## src/rtl/seq_shifter_pkg.sv

```systemverilog
// -----------------------------------------------------------------------------
// seq_shifter_pkg
//   Shared types and helpers for the iterative shifter.
//   - state_t   : controller states (IDLE, SHIFT, DONE)
//   - mode_t    : shift mode, decoded once when an operand is accepted
//   - decode_mode() : maps the left/ar/rot request bits onto mode_t
//   - eff_count()   : number of single-bit steps an operation really needs
// -----------------------------------------------------------------------------
package seq_shifter_pkg;

    typedef enum logic [1:0] {
        IDLE,
        SHIFT,
        DONE
    } state_t;

    typedef enum logic [2:0] {
        LSL,
        LSR,
        ASR,
        ROL,
        ROR
    } mode_t;

    // rot beats ar; ar only matters for right shifts.
    function automatic mode_t decode_mode(input logic left, input logic ar, input logic rot);
        if (rot) begin
            return left ? ROL : ROR;
        end
        if (left) begin
            return LSL;
        end
        return ar ? ASR : LSR;
    endfunction

    // Rotates wrap modulo the width; plain shifts saturate at the width,
    // since W steps already flush every original bit out.
    function automatic int unsigned eff_count(input int unsigned amt,
                                              input mode_t       mode,
                                              input int unsigned w);
        if (mode == ROL || mode == ROR) begin
            return amt % w;
        end
        return (amt > w) ? w : amt;
    endfunction

endpackage

```

## src/rtl/seq_shifter_step.sv

```systemverilog
// -----------------------------------------------------------------------------
// shift_step
//   Combinational one- or two-position shift of a W-bit value.
//   Ports:
//     i_value : value to shift
//     i_mode  : shift mode (LSL, LSR, ASR, ROL, ROR)
//     i_step  : positions to move, 1 or 2
//     o_value : shifted value
// -----------------------------------------------------------------------------
module shift_step
    import seq_shifter_pkg::*;
#(
    parameter int unsigned W = 8
) (
    input  logic [W-1:0] i_value,
    input  mode_t        i_mode,
    input  logic [1:0]   i_step,
    output logic [W-1:0] o_value
);

    function automatic logic [W-1:0] shift1(input logic [W-1:0] v, input mode_t m);
        case (m)
            LSL:     return {v[W-2:0], 1'b0};
            ROL:     return {v[W-2:0], v[W-1]};
            LSR:     return {1'b0, v[W-1:1]};
            ASR:     return {v[W-1], v[W-1:1]};
            ROR:     return {v[0], v[W-1:1]};
            default: return v;
        endcase
    endfunction

    logic [W-1:0] w_one;
    logic [W-1:0] w_two;

    // The double step is two chained single steps, so an arithmetic shift
    // still refills from the (unchanged) sign bit on the second position.
    always_comb begin
        w_one   = shift1(i_value, i_mode);
        w_two   = shift1(w_one, i_mode);
        o_value = (i_step == 2'd2) ? w_two : w_one;
    end

endmodule

```

## src/rtl/seq_shifter.sv

```systemverilog
// -----------------------------------------------------------------------------
// seq_shifter
//   Multi-cycle iterative shifter: logical/arithmetic/rotate, left or right,
//   one bit position per clock. Operands arrive on a valid/ready handshake,
//   results leave on a valid/ready handshake; one operation in flight.
//   Optional build macro SEQ_SHIFTER_DUAL_STEP_EN: move two positions per clock
//   while at least two remain (same results, about half the latency).
//   Ports:
//     clk, nrst             : rising-edge clock, async active-low reset
//     in_valid / in_ready   : operand handshake (in_ready only in IDLE)
//     data_in, amt          : operand and shift amount
//     left, ar, rot         : direction, arithmetic fill, rotate (rot wins)
//     out_valid / out_ready : result handshake (out_valid only in DONE)
//     data_out              : result, held after the result handshake
// -----------------------------------------------------------------------------
module seq_shifter
    import seq_shifter_pkg::*;
#(
    parameter int unsigned W     = 8,
    parameter int unsigned AMT_W = $clog2(W) + 1
) (
    input  logic             clk,
    input  logic             nrst,
    input  logic             in_valid,
    output logic             in_ready,
    input  logic [W-1:0]     data_in,
    input  logic [AMT_W-1:0] amt,
    input  logic             left,
    input  logic             ar,
    input  logic             rot,
    output logic             out_valid,
    input  logic             out_ready,
    output logic [W-1:0]     data_out
);

    state_t           r_state;
    mode_t            r_mode;
    logic [W-1:0]     r_data;
    logic [W-1:0]     r_data_out;
    logic [AMT_W-1:0] r_cnt;

    mode_t            w_mode;
    logic [AMT_W-1:0] w_eff;
    logic [1:0]       w_step;
    logic [W-1:0]     w_shifted;

    assign w_mode = decode_mode(left, ar, rot);
    assign w_eff  = AMT_W'(eff_count(32'(amt), w_mode, W));

`ifdef SEQ_SHIFTER_DUAL_STEP_EN
    assign w_step = (r_cnt >= AMT_W'(2)) ? 2'd2 : 2'd1;
`else
    assign w_step = 2'd1;
`endif

    shift_step #(
        .W(W)
    ) u_step (
        .i_value(r_data),
        .i_mode (r_mode),
        .i_step (w_step),
        .o_value(w_shifted)
    );

    assign in_ready  = (r_state == IDLE);
    assign out_valid = (r_state == DONE);
    assign data_out  = r_data_out;

    // data_out is a separate register loaded only on entry to DONE, so it
    // keeps showing the previous result while the next one is being shifted.
    always_ff @(posedge clk or negedge nrst) begin
        if (!nrst) begin
            r_state    <= IDLE;
            r_mode     <= LSL;
            r_data     <= '0;
            r_data_out <= '0;
            r_cnt      <= '0;
        end else begin
            case (r_state)
                IDLE: begin
                    if (in_valid) begin
                        r_data <= data_in;
                        r_mode <= w_mode;
                        r_cnt  <= w_eff;
                        if (w_eff == '0) begin
                            r_data_out <= data_in;
                            r_state    <= DONE;
                        end else begin
                            r_state <= SHIFT;
                        end
                    end
                end
                SHIFT: begin
                    r_data <= w_shifted;
                    r_cnt  <= r_cnt - AMT_W'(w_step);
                    if (r_cnt == AMT_W'(w_step)) begin
                        r_data_out <= w_shifted;
                        r_state    <= DONE;
                    end
                end
                DONE: begin
                    if (out_ready) begin
                        r_state <= IDLE;
                    end
                end
                default: begin
                    r_state <= IDLE;
                end
            endcase
        end
    end

endmodule

```

## config.mk

```make
export PLATFORM = sky130hd
export DESIGN_NAME = seq_shifter
export DESIGN_NICKNAME = d
export VERILOG_FILES = /design/src/rtl/seq_shifter_pkg.sv /design/src/rtl/seq_shifter_step.sv /design/src/rtl/seq_shifter.sv
export SDC_FILE = /design/constraint.sdc
export NUM_CORES = 1
export LEC_CHECK = 0
export CORE_MARGIN = 3
export CORE_UTILIZATION = 39
export DETAILED_ROUTE_END_ITERATION = 12
export GPL_TIMING_DRIVEN = 0
export SYNTH_ARGS = -nofsm -noshare
export SYNTH_HDL_FRONTEND = slang
export SYNTH_SLANG_ARGS = --single-unit
```

## constraint.sdc

```tcl
create_clock -name clk -period 2.3 [get_ports clk]
set_input_delay 0.46 -clock clk [delete_from_list [all_inputs] [get_ports clk]]
set_output_delay 0.46 -clock clk [all_outputs]
set_load 0.03 [all_outputs]
```

# After elaboration in Yosys (flattened, before gate mapping)
# Index checks and enable logic that the tools add are counted.
# totals
in_bits	19
out_inout_bits	10
word_cells	56
reg_bits	25
# classes
muxes	27
reduce_logical	9
n_lt_le_gt_ge	1
addsub	1
n_eq_ne	13
# ops
operator	count
8-bit case mux with 5 select lines	1
8-bit 2-to-1 mux	4
8-bit case mux with 2 select lines	2
3-bit 2-to-1 mux	6
4-bit 2-to-1 mux	3
2-bit 2-to-1 mux	5
3-bit by 2-bit equality test with 1-bit output, second input constant	3
4-bit case mux with 2 select lines	1
3-bit equality test, second input constant	2
2-bit case mux with 3 select lines	1
4-bit by 1-bit equality test with 1-bit output, second input constant	1
4-bit > comparator, second input constant	1
4-bit zero test	1
1-bit 2-to-1 mux	4
2-bit by 1-bit != test with 1-bit output, second input constant	2
2-bit != test, second input constant	2
2-bit AND reduction	2
4-bit AND reduction	1
4-bit by 1-bit subtractor with 4-bit output, second input constant	1
3-bit by 1-bit equality test with 1-bit output, second input constant	1
3-bit zero test	1
3-bit AND reduction	1
2-bit by 1-bit equality test with 1-bit output, second input constant	1
2-bit equality test, second input constant	1
other kinds (3)	3

# Longest topological paths before layout
# depth
word_depth	13
mapped_depth	6
depth_no_buf	6

# Hierarchy
# A second synthesis with hierarchy kept.
# unflattened
hier_cells	205
hier_area_um2	1888.1
# modules_own_cells
module	n_inst	area_each_um2	cells_per_inst
seq_shifter	1	1251.2	115
shift_step	1	636.9	90

# Worst setup path after synthesis
# Ideal clock, no wire load.
# synth_timing
path_kind	register to register
startpoint	reg r_cnt[1]
endpoint	reg r_data_out[7] (netlist: data_out[7])
setup_ns	0.095
required_ns	2.205
arrival_ns	1.379
stages_incl_launch_ff	7
path_slack_ns	0.825
path_cell_list	dfrtp_1 -> inv_1 -> ha_1 -> nor3b_1 -> a32o_2 -> nand2_1 -> o31ai_1
# synth_between
elab_chain_len	3
# synth_lines
item	line_no	source
start: declaration	seq_shifter.sv:40	logic [AMT_W-1:0] r_cnt;
start signal: assignment	seq_shifter.sv:84	r_cnt <= w_eff;
start signal: assignment	seq_shifter.sv:95	r_cnt <= r_cnt - AMT_W'(w_step);
4-bit by 1-bit equality test with 1-bit output	seq_shifter.sv:96	if (r_cnt == AMT_W'(w_step)) begin
2-bit != test (no line)	--	
4-bit AND reduction (no line)	--	
end signal: assignment	seq_shifter.sv:86	r_data_out <= data_in;
end signal: assignment	seq_shifter.sv:97	r_data_out <= w_shifted;
end: declaration	seq_shifter.sv:39	logic [W-1:0] r_data_out;
# Every way passes these cells.
# A chain may end at the register's enable or synchronous reset.

# Worst setup path in the final report
# layout_timing
startpoint	reg r_state[0]
endpoint	out in_ready
# layout_between
elab_chain_len	1
# layout_lines
item	line_no	source
start: declaration	seq_shifter.sv:36	state_t r_state;
start signal: assignment	seq_shifter.sv:73	r_state <= IDLE;
start signal: assignment	seq_shifter.sv:87	r_state <= DONE;
start signal: assignment	seq_shifter.sv:89	r_state <= SHIFT;
2-bit zero test	seq_shifter.sv:65	assign in_ready = (r_state == IDLE);
end: declaration	seq_shifter.sv:25	output logic in_ready,
# Every way passes these cells.

==> results_dict.tcl <==
set metrics [dict create \
    routedWlPerCell_microns 16.3 \
    h-tree-depth 1 \
    tns_ps 0 \
    hold_viol 0 \
    synth.area.top_cells "dfrtp_1 39%, o21ai_0 5.6%, a21oi_1 4.3%" \
    core_sq_um 3830 \
    drc_errors 0 \
    crit_arrival_ps 1660 \
    synth_common_cells "25 x dfrtp_1, 18 x o21ai_0, 14 x a21oi_1, 13 x nand2_1, 11 x a31oi_1" \
    syn_nets 201 \
    worstRegToRegCells 4 \
    synth_flop_cell "dfrtp_1" \
    multi_input_area_sq_um 895 \
    numPortBuffers 28 \
    cts_tree "built" \
    dieWidth_microns 70.5 \
    p_int_mw 1.62 \
    nets 233 \
    wl_met3_microns 156 \
    worst-setup-path-type "register to output port" \
    yosys_warnings 0 \
    fin_skew_ps 9.42 \
    postSynth.asyncResetShare_pct 100 \
    grt_setup_unrepaired "no" \
    r2r-start "r_state[0]" \
    pwr-share-seq_pct 29.1 \
    worst_setup_path_end_kind "output port" \
    critPathMaxStageDelay_ps 680 \
    dr.max_layer_used "met4" \
    syn_area_per_cell_sq_um 9.00 \
    antenna_left 0 \
    die_h_microns 70.5 \
    status "finished clean" \
    synth-seq-cells 25 \
    crit_fanout 16 \
    start_util_pct 42.3 \
    dieArea_sq_um 4960 \
    wl_mm 4.22 \
    synth_edf_count 0 \
    yosys.area.top_type "dfrtp_1" \
    fmax_mhz 471 \
    clk_pin_slew_ps 100 \
    cp.required_ps 1840 \
    drv_slew 0 \
    synth-xor-area-share_pct 2.24 \
    powerDensity_nw_per_um2 1520 \
    synth_top_area_share_pct 38.6 \
    place.gp.congestion 0.890 \
    setup_viol 0 \
    grt_pass1_vias 1450 \
    drv_cap 0 \
    row_count 22 \
    grt_start_max_net_pins 26 \
    netSwitchingFraction_pct 46.9 \
    final_cells 259 \
    fillers 365 \
    leakage_nw 0.835 \
    first_pass_iters 4 \
    num_antenna_cells 0 \
    p_sw_mw 1.43 \
    synthDistinctLibCells 42 \
    area_growth_syn_to_layout_pct 23.6 \
    slowest_stage "clkdlybuf4s50_1" \
    vias 1487 \
    track_usage_pct 17.9 \
    min_period_ps 2120 \
    place_inst 256 \
    p_clk_share_pct 9.0 \
    clock_path_buffers 2 \
    cts_sinks 25 \
    crit_chain "nor2_1, clkdlybuf4s50_1" \
    dp_hpwl_mm 3.15 \
    synthMostInstantiatedCell "dfrtp_1" \
    drtIter0Drc 93 \
    worst_slew_pin_slew_ps 592 \
    antenna_found_initial 0 \
    synth_top_family_by_area "compound AO/OA/AOI/OAI gates" \
    worst_setup_path_start_kind "register" \
    synth-compound-area-share_pct 27.6 \
    muxShareOfSynthArea_pct 5.41 \
    combPwrFrac_pct 62.0 \
    synth-simple-area-share_pct 18.5 \
    ys_seq_area_share_pct 38.6 \
    r2r-end "data_out[0]" \
    synth_adder_area_share_pct 1.54 \
    syn_area_sq_um 1620 \
    numCtsBuffers 3 \
    wl_met1_mm 1.96 \
    min_period_over_period_pct 92.3 \
    cts_root_buf "clkbuf_8" \
    min_path_type "input pin to asynchronous set/reset pin" \
    clk_latency_ps 280 \
    drive_gt1_share_pct 10.9 \
    pin_count 29 \
    ff2ff_setup_slack_ps 430 \
    wl_met2_mm 2.07 \
    grt_pass1_wl_mm 7.23 \
    ir_drop_v 0.000753 \
    final-seq-area_sq_um 626 \
    drt-vias-per-instance 5.74 \
    synth_cells 180 \
    grt_overflow_total 0 \
    slew-limit-headroom_pct 60.5 \
]
-- registers in the layout (all words and copies together), names as in the netlist --
register and cells:
r_mode 3, data_out 8, r_data 8, r_state 2, r_cnt 4
-- how the worst max path moves through the flow --
stage                           from           to  cells after the start
after floorplan             r_cnt[1]  data_out[7]                      6
after global placement        amt[0]  data_out[7]                      5
after detailed placement      amt[0]  data_out[7]                      5
after CTS                 r_state[0]     in_ready                      3
after global routing      r_state[0]     in_ready                      2
final                     r_state[0]     in_ready                      2
-- power by group through the flow --
stage | combinational [mW] | clock [mW] | sequential [mW]
finish | 1.89 | 0.274 | 0.886
global route | 2.08 | 0.303 | 0.924
CTS | 1.93 | 0.282 | 0.862
detailed placement | 1.92 | 0 | 0.872
global placement | 1.89 | 0 | 0.867
floorplan | 1.28 | 0 | 0.959
-- cell families after synthesis --
family,after synthesis
xor+xnor,2
compound gates,69
fa+ha+maj,2
mux,8
buf+inv,19
simple gates,55
flops,25
-- cell usage in the layout (no fill, tap or decap), types with 4 or more instances in the layout --
cell type        Yosys  final
clkdlybuf4s50_1      0     26
dfrtp_1             25     25
o21ai_0             18     18
a21oi_1             14     14
nand2_1             13     13
a31oi_1             11     11
nor2_1              10     10
nand2b_1             8      8
buf_2                5      6
inv_1                6      6
nor3b_1              5      5
mux2i_1              5      5
nor2b_1              4      4
nor3_1               4      4
-- through the flow --
step	cell area [sq um]	total power [mW]	hold slack [ps]	setup WS [ps]	utilization [%]
6_report	2000	3.05	175	178	52.4
5_1_grt	2000	3.31	215	66.9	52.4
4_1_cts	2010	3.07	523	54.9	52.5
3_5_place_dp	1960	2.79	506	171	51.2
3_3_place_gp	1960	2.76	482	216	51.2
2_1_floorplan	1620	2.24	164	825	-
-- what timing repair did --
item | CTS | global route
setup endpoints to repair | 0 | 2
hold buffers | 0 | 0
gates resized for setup | 0 | 1
setup buffers | 0 | 0
-- critical path, delay by kind of cell (launching register included) --
family / cells / cell delay, ps
simple gates: 1 / 150
flops: 1 / 550
buf+inv: 1 / 680
-- metal layers --
metal	global-route usage [%]	up-vias
met5	0	-
met4	3.62	0
met3	3.60	4
met2	29.3	30
met1	24.4	722
li1	-	731
-- cell type report --
cell class,instances,area share [%]
buffer,12,3.69
sequential,25,31.2
tap,48,3.00
clock inverter,1,0.375
clock buffer,3,2.06
multi-input combinational,136,44.7
inverter,6,1.12
timing repair buffer,28,13.9
Note: power is estimated with default switching activity, not from simulation.
